===== config.mk =====
export PLATFORM = sky130hd
export DESIGN_NAME = sprite_plotter
export DESIGN_NICKNAME = d
export VERILOG_FILES = /design/src/rtl/sprite_plotter_pkg.sv /design/src/rtl/sprite_plotter_pixel_counter.sv /design/src/rtl/sprite_plotter.sv
export SDC_FILE = /design/constraint.sdc
export NUM_CORES = 1
export LEC_CHECK = 0
export CAP_MARGIN = 20
export CORE_ASPECT_RATIO = 1.2
export CORE_UTILIZATION = 46
export DETAILED_ROUTE_END_ITERATION = 8
export PLACE_DENSITY = 0.83
export REMOVE_ABC_BUFFERS = 1
export SYNTH_ARGS = -nofsm -noshare
export SYNTH_HDL_FRONTEND = slang
export SYNTH_SLANG_ARGS = --single-unit

===== constraint.sdc =====
create_clock -name clock -period 2 [get_ports clock]
set_input_delay 0.3 -clock clock [delete_from_list [all_inputs] [get_ports clock]]
set_output_delay 0.3 -clock clock [all_outputs]
set_load 0.01 [all_outputs]

===== src/rtl/sprite_plotter_pkg.sv =====
// Shared constants and types for the sprite plotter, the sprite shifter and the game-control FSM.
package sprite_plotter_pkg;

  localparam int unsigned SIDE  = 5;
  localparam int unsigned NPIX  = SIDE * SIDE;
  localparam int unsigned X_MAX = 160;
  localparam int unsigned Y_MAX = 120;
  localparam int unsigned X_W   = 8;
  localparam int unsigned Y_W   = 7;
  localparam int unsigned C_W   = 3;
  localparam int unsigned CNT_W = $clog2(SIDE);

  typedef enum logic [1:0] {
    S_IDLE = 2'd0,
    S_DRAW = 2'd1,
    S_DONE = 2'd2
  } state_t;

  // Pac-Man facing direction shared with the shifter and control FSM.
  typedef enum logic [1:0] {
    ROT_RIGHT = 2'd0,
    ROT_UP    = 2'd1,
    ROT_LEFT  = 2'd2,
    ROT_DOWN  = 2'd3
  } rot_t;

  // Draw request captured on start; sprite is consumed MSB first.
  typedef struct packed {
    logic [NPIX-1:0] sprite;
    logic [X_W-1:0]  base_x;
    logic [Y_W-1:0]  base_y;
    logic [C_W-1:0]  fg_colour;
    logic [C_W-1:0]  bg_colour;
    logic            transparent;
    logic            erase;
  } req_t;

endpackage


===== src/rtl/sprite_plotter_pixel_counter.sv =====
// Row/column walker over the SIDE x SIDE sprite with a last-pixel flag.
module pixel_counter
  import sprite_plotter_pkg::*;
(
  input  logic             clock,
  input  logic             reset,
  input  logic             clear,
  input  logic             advance,
  output logic [CNT_W-1:0] row,
  output logic [CNT_W-1:0] col,
  output logic             last_c
);

  localparam logic [CNT_W-1:0] EDGE_MAX = CNT_W'(SIDE - 1);

  assign last_c = (row == EDGE_MAX) && (col == EDGE_MAX);

  always_ff @(posedge clock) begin
    if (reset || clear) begin
      row <= '0;
      col <= '0;
    end else if (advance) begin
      if (col == EDGE_MAX) begin
        col <= '0;
        row <= last_c ? '0 : row + CNT_W'(1);
      end else begin
        col <= col + CNT_W'(1);
      end
    end
  end

endmodule


===== src/rtl/sprite_plotter.sv =====
// Walks a latched 5x5 sprite frame onto the VGA adapter write port, one pixel per clock,
// with transparent draw, erase and off-screen clipping.
module sprite_plotter
  import sprite_plotter_pkg::*;
(
  input  logic            clock,
  input  logic            reset,
  input  logic            start,
  input  logic [NPIX-1:0] sprite,
  input  logic [X_W-1:0]  base_x,
  input  logic [Y_W-1:0]  base_y,
  input  logic [C_W-1:0]  fg_colour,
  input  logic [C_W-1:0]  bg_colour,
  input  logic            transparent,
  input  logic            erase,
  output logic [X_W-1:0]  x,
  output logic [Y_W-1:0]  y,
  output logic [C_W-1:0]  colour,
  output logic            plot,
  output logic            busy,
  output logic            done
);

  state_t state, state_d;
  req_t   req, req_d;

  logic [X_W-1:0] x_d;
  logic [Y_W-1:0] y_d;
  logic [C_W-1:0] colour_d;
  logic           plot_d, busy_d, done_d;

  logic             cnt_clear, cnt_advance, last_c;
  logic [CNT_W-1:0] row, col;
  logic [X_W:0]     xs;
  logic [Y_W:0]     ys;
  logic             pix_bit;

  pixel_counter u_pixel_counter (
    .clock   (clock),
    .reset   (reset),
    .clear   (cnt_clear),
    .advance (cnt_advance),
    .row     (row),
    .col     (col),
    .last_c  (last_c)
  );

  // Screen coordinates carry one spare bit so the clip test sees overflow past the edge.
  always_comb begin
    xs      = {1'b0, req.base_x} + (X_W+1)'(col);
    ys      = {1'b0, req.base_y} + (Y_W+1)'(row);
    pix_bit = req.sprite[NPIX-1];
  end

  always_comb begin
    state_d     = state;
    req_d       = req;
    x_d         = x;
    y_d         = y;
    colour_d    = colour;
    plot_d      = 1'b0;
    busy_d      = 1'b0;
    done_d      = 1'b0;
    cnt_clear   = 1'b0;
    cnt_advance = 1'b0;

    case (state)
      S_IDLE: begin
        if (start) begin
          req_d = '{sprite: sprite, base_x: base_x, base_y: base_y,
                    fg_colour: fg_colour, bg_colour: bg_colour,
                    transparent: transparent, erase: erase};
          cnt_clear = 1'b1;
          busy_d    = 1'b1;
          state_d   = S_DRAW;
        end
      end
      S_DRAW: begin
        busy_d       = 1'b1;
        cnt_advance  = 1'b1;
        req_d.sprite = req.sprite << 1;
        x_d          = xs[X_W-1:0];
        y_d          = ys[Y_W-1:0];
        colour_d     = (req.erase || !pix_bit) ? req.bg_colour : req.fg_colour;
        plot_d       = !(req.transparent && !req.erase && !pix_bit)
                       && (xs < (X_W+1)'(X_MAX)) && (ys < (Y_W+1)'(Y_MAX));
        if (last_c) state_d = S_DONE;
      end
      S_DONE: begin
        busy_d  = 1'b1;
        done_d  = 1'b1;
        state_d = S_IDLE;
      end
      default: state_d = S_IDLE;
    endcase
  end

  always_ff @(posedge clock) begin
    if (reset) begin
      state  <= S_IDLE;
      req    <= '0;
      x      <= '0;
      y      <= '0;
      colour <= '0;
      plot   <= 1'b0;
      busy   <= 1'b0;
      done   <= 1'b0;
    end else begin
      state  <= state_d;
      req    <= req_d;
      x      <= x_d;
      y      <= y_d;
      colour <= colour_d;
      plot   <= plot_d;
      busy   <= busy_d;
      done   <= done_d;
    end
  end

endmodule


Word-level counts from Yosys, hierarchy flattened
Index checks and enable logic that the tools add are counted.

storage, ports and cells
  bits in registers = 77
  bits of input ports = 51
  output and inout bits = 21
  word-level logic and storage cells = 60

cells by class
  $add $sub $neg = 4
  $lt $le $gt $ge = 2
  equality and inequality tests = 6
  muxes and demuxes = 13
  bitwise logic cells = 1
  reduce and logical (&&, ||, !) cells = 18

operator list
  operator               number
  $pmux W25 S2           1
  $mux W48               1
  $add A8 B3 Y9          1
  $lt A9 B8 Y1 const B   1
  $mux W3                3
  $add A7 B3 Y8          1
  $lt A8 B7 Y1 const B   1
  $reduce_and A2 Y1      4
  $add A3 B1 Y3 const B  2
  $eq A3 B3 Y1 const B   2
  $logic_and A1 B1 Y1    5
  $mux W1                4
  $mux W2                2
  $pmux W2 S2            1
  $reduce_or A2 Y1       2
  $logic_not A1 Y1       3
  $eq A2 B1 Y1 const B   1
  $eq A2 B2 Y1 const B   1
  $logic_not A2 Y1       1
  $logic_or A1 B1 Y1     2
  $ne A2 B1 Y1 const B   1
  $ne A2 B2 Y1 const B   1
  $pmux W1 S2            1
  $reduce_bool A2 Y1     1
  $not A1 Y1             1

Logic depth before layout (Yosys ltp)
Gate-level depths: netlist (run 1).

  depth in word-level cells = 6
  depth in mapped cells = 8
  depth with buffers taken out = 7

Modules after synthesis
From an unflattened synthesis (run 1), not the netlist that was laid out.

second synthesis, totals
  cells, all modules = 449
  area, all modules = 3,723.6 um2

modules (own cells, without submodules)
  module          times used  cells each  area each (um2)  sequential area each (um2)
  sprite_plotter  1           412         3,395.8          1,421.4
  pixel_counter   1           37          327.8            120.1

Worst setup path before layout (run 1)
OpenSTA, ideal clock, no wires.

  kind = flip-flop to flip-flop
  start point = register u_pixel_counter.row[0]
  end point = register plot
  library setup time = 0.086 ns
  arrival = 1.790 ns
  data required time = 1.914 ns
  setup slack = 0.124 ns
  cell stages (with the launch flop) = 8
  path buffers = 0
  clock period less this slack = 1.876 ns
  path through = dfxtp_1 > ha_1 > inv_1 > fa_1 > or3b_1 > o2111ai_2 > nand4_1 > a221oi_2

on the way
  word-level cells in the longest chain between the ends = 3

ends and longest elaborated chain
  what                    RTL line                            RTL
  from (decl)             sprite_plotter_pixel_counter.sv:9   output logic [CNT_W-1:0] row,
  from (signal assigned)  sprite_plotter_pixel_counter.sv:25  row <= last_c ? '0 : row + CNT_W'(1);
  $add A7 B3 Y8           sprite_plotter.sv:51                ys = {1'b0, req.base_y} + (Y_W+1)'(row);
  $lt A8 B7 Y1            sprite_plotter.sv:86                && (xs < (X_W+1)'(X_MAX)) && (ys < (Y_W+1)'(Y_MAX));
  $logic_and A1 B1 Y1     sprite_plotter.sv:86
  to (signal assigned)    sprite_plotter.sv:114               plot <= plot_d;
  to (decl)               sprite_plotter.sv:19                output logic plot,

No other way between the ends.
A chain may end at the register's enable or synchronous reset.

Worst setup path after layout (run 1)
Same ends and word-level chain as after synthesis.

==> results.toml, run 1 <==
[status]
status = "finished clean"

[route]
drtIter0Drc = 126
vias = 3257
drc = 0
antenna_left = 0
via_per_inst = 5.568
drtPass1Iterations = 4
routed_wl_mm = 8.660
wl_per_cell_um = 14.80

[floorplanning]
dieWidth_um = 82.87
die_h_um = 99.04
rows = 35
num_io_pins = 72
dieArea_um2 = 8207
start_util = 0.4737
core_um2 = 7620

[setup_path]
setup.worst_path.end = "plot"
rr_startpoint = "u_pixel_counter.row[0]"
critPathLaunch = "u_pixel_counter.row[0]"
cp.required_ns = 2.26
ff2ff_path_depth = 7
crit_arrival_ns = 2.18
crit_type = "reg2reg"
start_kind = "flop"
r2r_slack_ns = 0.08
worstPathMaxFanout = 3
endpoint_kind = "flop"
reg2reg_to = "plot"

[power]
peakVddDrop_uv = 584.5
power.density_nw_per_um2 = 898.9
internal_power_mw = 2.835
switchingPower_mw = 1.288
p_leak_nw = 1.699
comb_power_share = 0.270
seq_power_share = 0.469
clock_power_share = 0.261
swShare = 0.3124

[sta]
layout_min_cycle_time_ns = 1.916
drv_slew = 0
hold_ws_ns = 0.2168
tns_ns = 0
max_freq_mhz = 522.0
max-slew-margin-rel = 0.5358
skew_ns = 0.004599
rsz0062_at_grt = "no"
finalSetupViolations = 0
hold_viol = 0
worst_slew_pin_slew_ns = 0.6955
period_share = 0.9578

[global_routing]
top_usage_layer = "met2"
antenna_found_initial = 0
grt_max_degree = 29
use_met1 = 0.2586
use_met2 = 0.3758
grt_pass1_wl_mm = 14.45
grt_overflow = 0
track_usage = 0.2168
grt_use_met3 = 0.03434
grt_pass1_vias = 3213

[placement]
post-place-cells = 570
place_hpwl_mm = 5.870
place_congestion = 0.8393
port_buffers = 71

[layout]
final_common_cell = "dfxtp_1"
drive_gt1_frac = 0.08114
layout.cells.non_filler = 585
final_nets = 556
n_fill_cell = 658
final_core_util = 0.6020
antennaDiodeCount = 0
final_cell_mix = "dfxtp_1, clkdlybuf4s50_1, nand2_1"
areaGrowthSynthToFinish_pct = 27.07

[clock_tree]
clkLatencyLatePin_ns = 0.34
htree_levels = 3
cts_buffer_depth = 2
numCtsBuffers = 9
holdBufCountCts = 0
numClockSinks = 77
clk_pin_slew_ns = 0.07
cts-root-buf = "clkbuf_8"
tritoncts = "yes"

[min_path]
holdCritPathClass = "in2reg"

[synth]
ys_ff_latch = 77
ys.warnings.count = 0
synth_cells = 426
avgSynthCellArea_um2 = 8.474
synthFlopType = "dfxtp_1"
synth_area_um2 = 3610
ys_types = 46
synth_edf_count = 0
async_reset_ff_frac = 0
ys_seq_area_frac = 0.4270

[job]
cap_violations = 0
[cell families after synthesis]
kind of cell	share of synthesized area
mux	0.01941
simple gates	0.1692
compound gates	0.2468
fa+ha+maj	0.05962
buf+inv	0.05615
xor+xnor	0.02184
flops	0.4270
[power by group through the flow]
stage	registers [mW]	logic, mW	clock network, mW
global route	1.96	1.23	1.15
floorplan	1.95	0.617	0
CTS	1.93	1.11	1.10
detailed placement	1.96	1.11	0
global placement	1.95	1.07	0
finish	1.93	1.11	1.08
[stage by stage]
stage / worst slack, ns / area, um^2 / total power [mW]
floorplan: -0.3702 / 3452 / 2.564
global placement: 0.1255 / 4403 / 3.021
detailed placement: 0.03551 / 4403 / 3.066
CTS: 0.02069 / 4581 / 4.141
global route: 0.004459 / 4587 / 4.349
finish: 0.08437 / 4587 / 4.123
[Yosys cell counts (2+ instances only)]
cell type / instances / area, um^2
nor3_1: 8 / 40.04
and2b_1: 2 / 15.01
and2_1: 2 / 12.51
dfxtp_1: 77 / 1541
xor2_1: 7 / 61.31
or3b_1: 2 / 17.52
a21oi_1: 32 / 160.2
inv_1: 12 / 45.04
a211oi_1: 35 / 262.8
a21o_2: 2 / 17.52
nand2b_1: 3 / 18.77
mux2i_1: 7 / 70.07
clkbuf_1: 12 / 45.04
or3_1: 2 / 12.51
ha_1: 14 / 175.2
o21ai_0: 29 / 145.1
o22ai_1: 26 / 162.7
nor2b_1: 5 / 31.28
o2111ai_1: 2 / 17.52
buf_2: 17 / 85.08
nand4_1: 3 / 18.77
nor2_1: 44 / 165.2
xnor2_1: 2 / 17.52
nand3b_1: 3 / 22.52
fa_1: 2 / 40.04
nand2_1: 52 / 195.2
a311oi_1: 2 / 17.52
buf_4: 3 / 22.52
and3_1: 2 / 12.51
[metal layers]
layer | up-vias | part of all wire
met4 | 0 | 0.019
met1 | 1527 | 0.44
met5 | - | 0
met2 | 73 | 0.49
met3 | 17 | 0.042
li1 | 1640 | -
[worst min path at each step]
stage | start | endpoint | cells after the start
after detailed placement | req[1] | req[1] | 2
final | reset | req[14] | 2
after CTS | reset | req[14] | 2
after global placement | req[1] | req[1] | 2
after global routing | reset | req[14] | 2
after floorplan | reset | req[0] | 1
[state kept, by name (all words and copies together) (netlist names)]
name and count:
u_pixel_counter.row 3, y 7, plot 1, req 47, x 8, pix_bit 1
u_pixel_counter.col 3, busy 1, colour 3, state 2, done 1
[final cells by class]
type / instances / area [um^2] / share of cell area
Clock buffer: 14 / 172.7 / 0.03764
Inverter: 12 / 45.04 / 0.009820
Clock inverter: 1 / 5.005 / 0.001091
Sequential cell: 77 / 1543 / 0.3363
Multi-Input combinational cell: 304 / 1871 / 0.4078
Tap cell: 92 / 115.1 / 0.02510
Timing Repair Buffer: 85 / 835.8 / 0.1822
[worst max-delay path: stages (launching register included)]
cell	delay [ns]
dfxtp_1	0.34
ha_1	0.18
inv_1	0.06
fa_2	0.35
or3b_4	0.41
o2111ai_2	0.18
nand4_1	0.13
a221oi_2	0.18
[timing repair]
action                     CTS  global route
gates resized for setup      0             3
setup endpoints to repair    0             5
hold endpoints to repair     0             0
buffers inserted             0             0
Power figures use the tool's default switching activity.
==> inputs of run 2 (changes only) <==
--- a/config.mk
+++ b/config.mk
@@ -11,6 +11,7 @@
 export DETAILED_ROUTE_END_ITERATION = 8
 export PLACE_DENSITY = 0.83
 export REMOVE_ABC_BUFFERS = 1
+export SLEW_MARGIN = 20
 export SYNTH_ARGS = -nofsm -noshare
 export SYNTH_HDL_FRONTEND = slang
 export SYNTH_SLANG_ARGS = --single-unit
==> results of run 2 <==
Same layout as run 1: the final DEF is identical, and so are final timing and power.
==> inputs of run 3 (changes only) <==
--- a/config.mk
+++ b/config.mk
@@ -5,12 +5,14 @@
 export SDC_FILE = /design/constraint.sdc
 export NUM_CORES = 1
 export LEC_CHECK = 0
+export ABC_AREA = 1
 export CAP_MARGIN = 20
 export CORE_ASPECT_RATIO = 1.2
 export CORE_UTILIZATION = 46
 export DETAILED_ROUTE_END_ITERATION = 8
-export PLACE_DENSITY = 0.83
+export PLACE_DENSITY = 0.84
 export REMOVE_ABC_BUFFERS = 1
+export SKIP_CTS_REPAIR_TIMING = 1
 export SLEW_MARGIN = 20
 export SYNTH_ARGS = -nofsm -noshare
 export SYNTH_HDL_FRONTEND = slang
==> run 3 against run 2 <==
Flip-flop and latch count did not move. Worst hold slack improved by 0.26 ns. Critical endpoint is now x[4]. Core utilization rose by 1.2 points. Critical path depth rose by 1. Combinational power fell by 21%. Largest power group unchanged. Highest routed layer unchanged. Total power fell by 3.8%.
==> results.toml, run 3 <==
[setup_path]
crit_arrival_ns = 2.09
ff2ff_path_depth = 8
rr_startpoint = "u_pixel_counter.col[0]"
endpoint_kind = "flop"
start_kind = "flop"
setup.worst_path.end = "x[4]"
worstPathMaxFanout = 4
critPathLaunch = "u_pixel_counter.col[0]"
cp.required_ns = 2.25
r2r_slack_ns = 0.16
reg2reg_to = "x[4]"
crit_type = "reg2reg"

[synth]
synth_edf_count = 0
synth_top_area_frac = 0.4417
ys_ff_latch = 77
ys_top_cells_by_count = "dfxtp_1, o21ai_0, nand2_1"
ys_top_cells_by_area = "dfxtp_1, o21ai_0, a21oi_1"
async_reset_ff_frac = 0
synth_top_area_cell = "dfxtp_1"
synth_area_um2 = 3490
synth_most_common_cell = "dfxtp_1"
ys_types = 27
ys_seq_area_frac = 0.4417
synth_cells = 459
avgSynthCellArea_um2 = 7.603
synthFlopType = "dfxtp_1"
ys.warnings.count = 0

[power]
p_total_mw = 3.966
power.density_nw_per_um2 = 883.0
comb_power_share = 0.221
internal_power_mw = 2.810
switchingPower_mw = 1.156
p_leak_nw = 1.896
seq_power_share = 0.465
swShare = 0.2915
peakVddDrop_uv = 469.1
clock_power_share = 0.314

[layout]
multiInputGateArea_um2 = 1647
antennaDiodeCount = 0
final_common_cell = "dfxtp_1"
final_cell_mix = "dfxtp_1, clkdlybuf4s50_1, o21ai_0"
n_fill_cell = 672
largest_register_ffs = 47
drive_gt1_frac = 0.06604
reg.largest.list = "req x47, x x8, y x7"
max_flop_register = "req"
areaGrowthSynthToFinish_pct = 28.72
ff_latch_area_um2 = 1543
final_nets = 592

[global_routing]
antenna_found_initial = 0
grt_overflow = 0
grt_pass1_vias = 3164
grt_max_degree = 49
track_usage = 0.2188
grt_pass1_wl_mm = 13.53

[route]
drtPass1Iterations = 5
drc = 0
vias = 3303
routed_wl_mm = 8.053
via_per_inst = 5.327
antenna_left = 0
wl_per_cell_um = 12.99
drtIter0Drc = 184

[floorplanning]
die_h_um = 97.41
core_um2 = 7317
dieWidth_um = 81.51
num_io_pins = 72
dieArea_um2 = 7940
rows = 34
start_util = 0.4769

[sta]
layout_setup_ws_ns = 0.1584
worst_slew_pin_slew_ns = 0.4222
hold_viol = 0
skew_ns = 0.007685
max_freq_mhz = 543.0
drv_slew = 0
finalSetupViolations = 0
layout_min_cycle_time_ns = 1.842
rsz0062_at_grt = "no"
max-slew-margin-rel = 0.7181
period_share = 0.9208
tns_ns = 0

[clock_tree]
cts_buffer_depth = 2
tritoncts = "yes"
htree_levels = 3
numCtsBuffers = 9
cts-root-buf = "clkbuf_8"
numClockSinks = 77
clk_pin_slew_ns = 0.08
clkLatencyLatePin_ns = 0.35

[job]
cap_violations = 0

[placement]
dpl_worst_slack_ns = 0.1632
place_congestion = 0.9261
place_hpwl_mm = 5.609
port_buffers = 71

[status]
status = "finished clean"

[min_path]
holdCritPathClass = "reg2reg"
[run 3: changes by cell type after synthesis, moves of 7 or more]
cell      delta
a211oi_1    -34
o21ai_0     +34
inv_1       +33
o22ai_1     -26
a22oi_1     +23
a21oi_1     +18
nand3_1     +15
nor2_1      +11
buf_2        -9
nand2_1      +9
mux2i_1      -7
nor3_1       -7
o211ai_1     +7
[run 3: cell families (layout without fill, tap and decap cells)]
group	after synthesis	count (layout)	synth area share
flops	77	77	0.4417
simple gates	141	141	0.1642
xor+xnor	3	3	0.007531
fa+ha+maj	16	16	0.06167
compound gates	148	148	0.2370
buf+inv	74	145	0.08784
[run 3: worst min path at each step]
stage	cells past startpoint	slack (ns)	end	from
after floorplan	1	0.37	req[23]	reset
after global placement	2	0.46	req[7]	req[7]
after detailed placement	2	0.47	colour[2]	colour[2]
after CTS	2	0.49	req[12]	req[12]
after global routing	1	0.50	u_pixel_counter.row[0]	u_pixel_counter.row[0]
final	2	0.48	req[12]	req[12]
[run 3: cell type report]
| class | count | area share |
|---|---|---|
| timing repair buffer | 81 | 0.1777 |
| multi-input combinational | 308 | 0.3666 |
| clock buffer | 13 | 0.03760 |
| sequential | 77 | 0.3435 |
| clock inverter | 3 | 0.009471 |
| inverter | 48 | 0.04011 |
| tap | 90 | 0.02507 |
[run 3: layer usage]
layer  GRT usage  routed length (um)  vias up
li1            -                   -     1660
met1      0.2543                3380     1544
met2      0.3718                4148       89
met3     0.03474                 401       10
met4      0.1195                 123        0
met5           0                   0        -
[run 3: per-stage QoR]
stage	hold WS [ns]	std cells	utilization	area [um^2]
2_1_floorplan	0.3691	433	-	3363
3_3_place_gp	0.4606	604	0.5845	4277
3_5_place_dp	0.4706	604	0.5845	4277
4_1_cts	0.4862	620	0.6134	4488
5_1_grt	0.4981	620	0.6139	4492
6_report	0.4814	620	0.6139	4492
[run 3: power by group through the flow]
stage / logic [mW] / registers (mW) / clock network (mW)
global route: 0.989 / 1.87 / 1.33
floorplan: 0.468 / 1.88 / 0
detailed placement: 0.869 / 1.88 / 0
finish: 0.875 / 1.84 / 1.25
CTS: 0.881 / 1.84 / 1.26
global placement: 0.848 / 1.87 / 0
[run 3: critical path, cell delays in order (launching register included)]
cell and delay (ns):
dfxtp_1 0.40, ha_1 0.21, inv_1 0.06, fa_1 0.41, o21ai_2 0.21, nand2_1 0.09
xor2_1 0.14, o21ai_0 0.15, inv_1 0.06
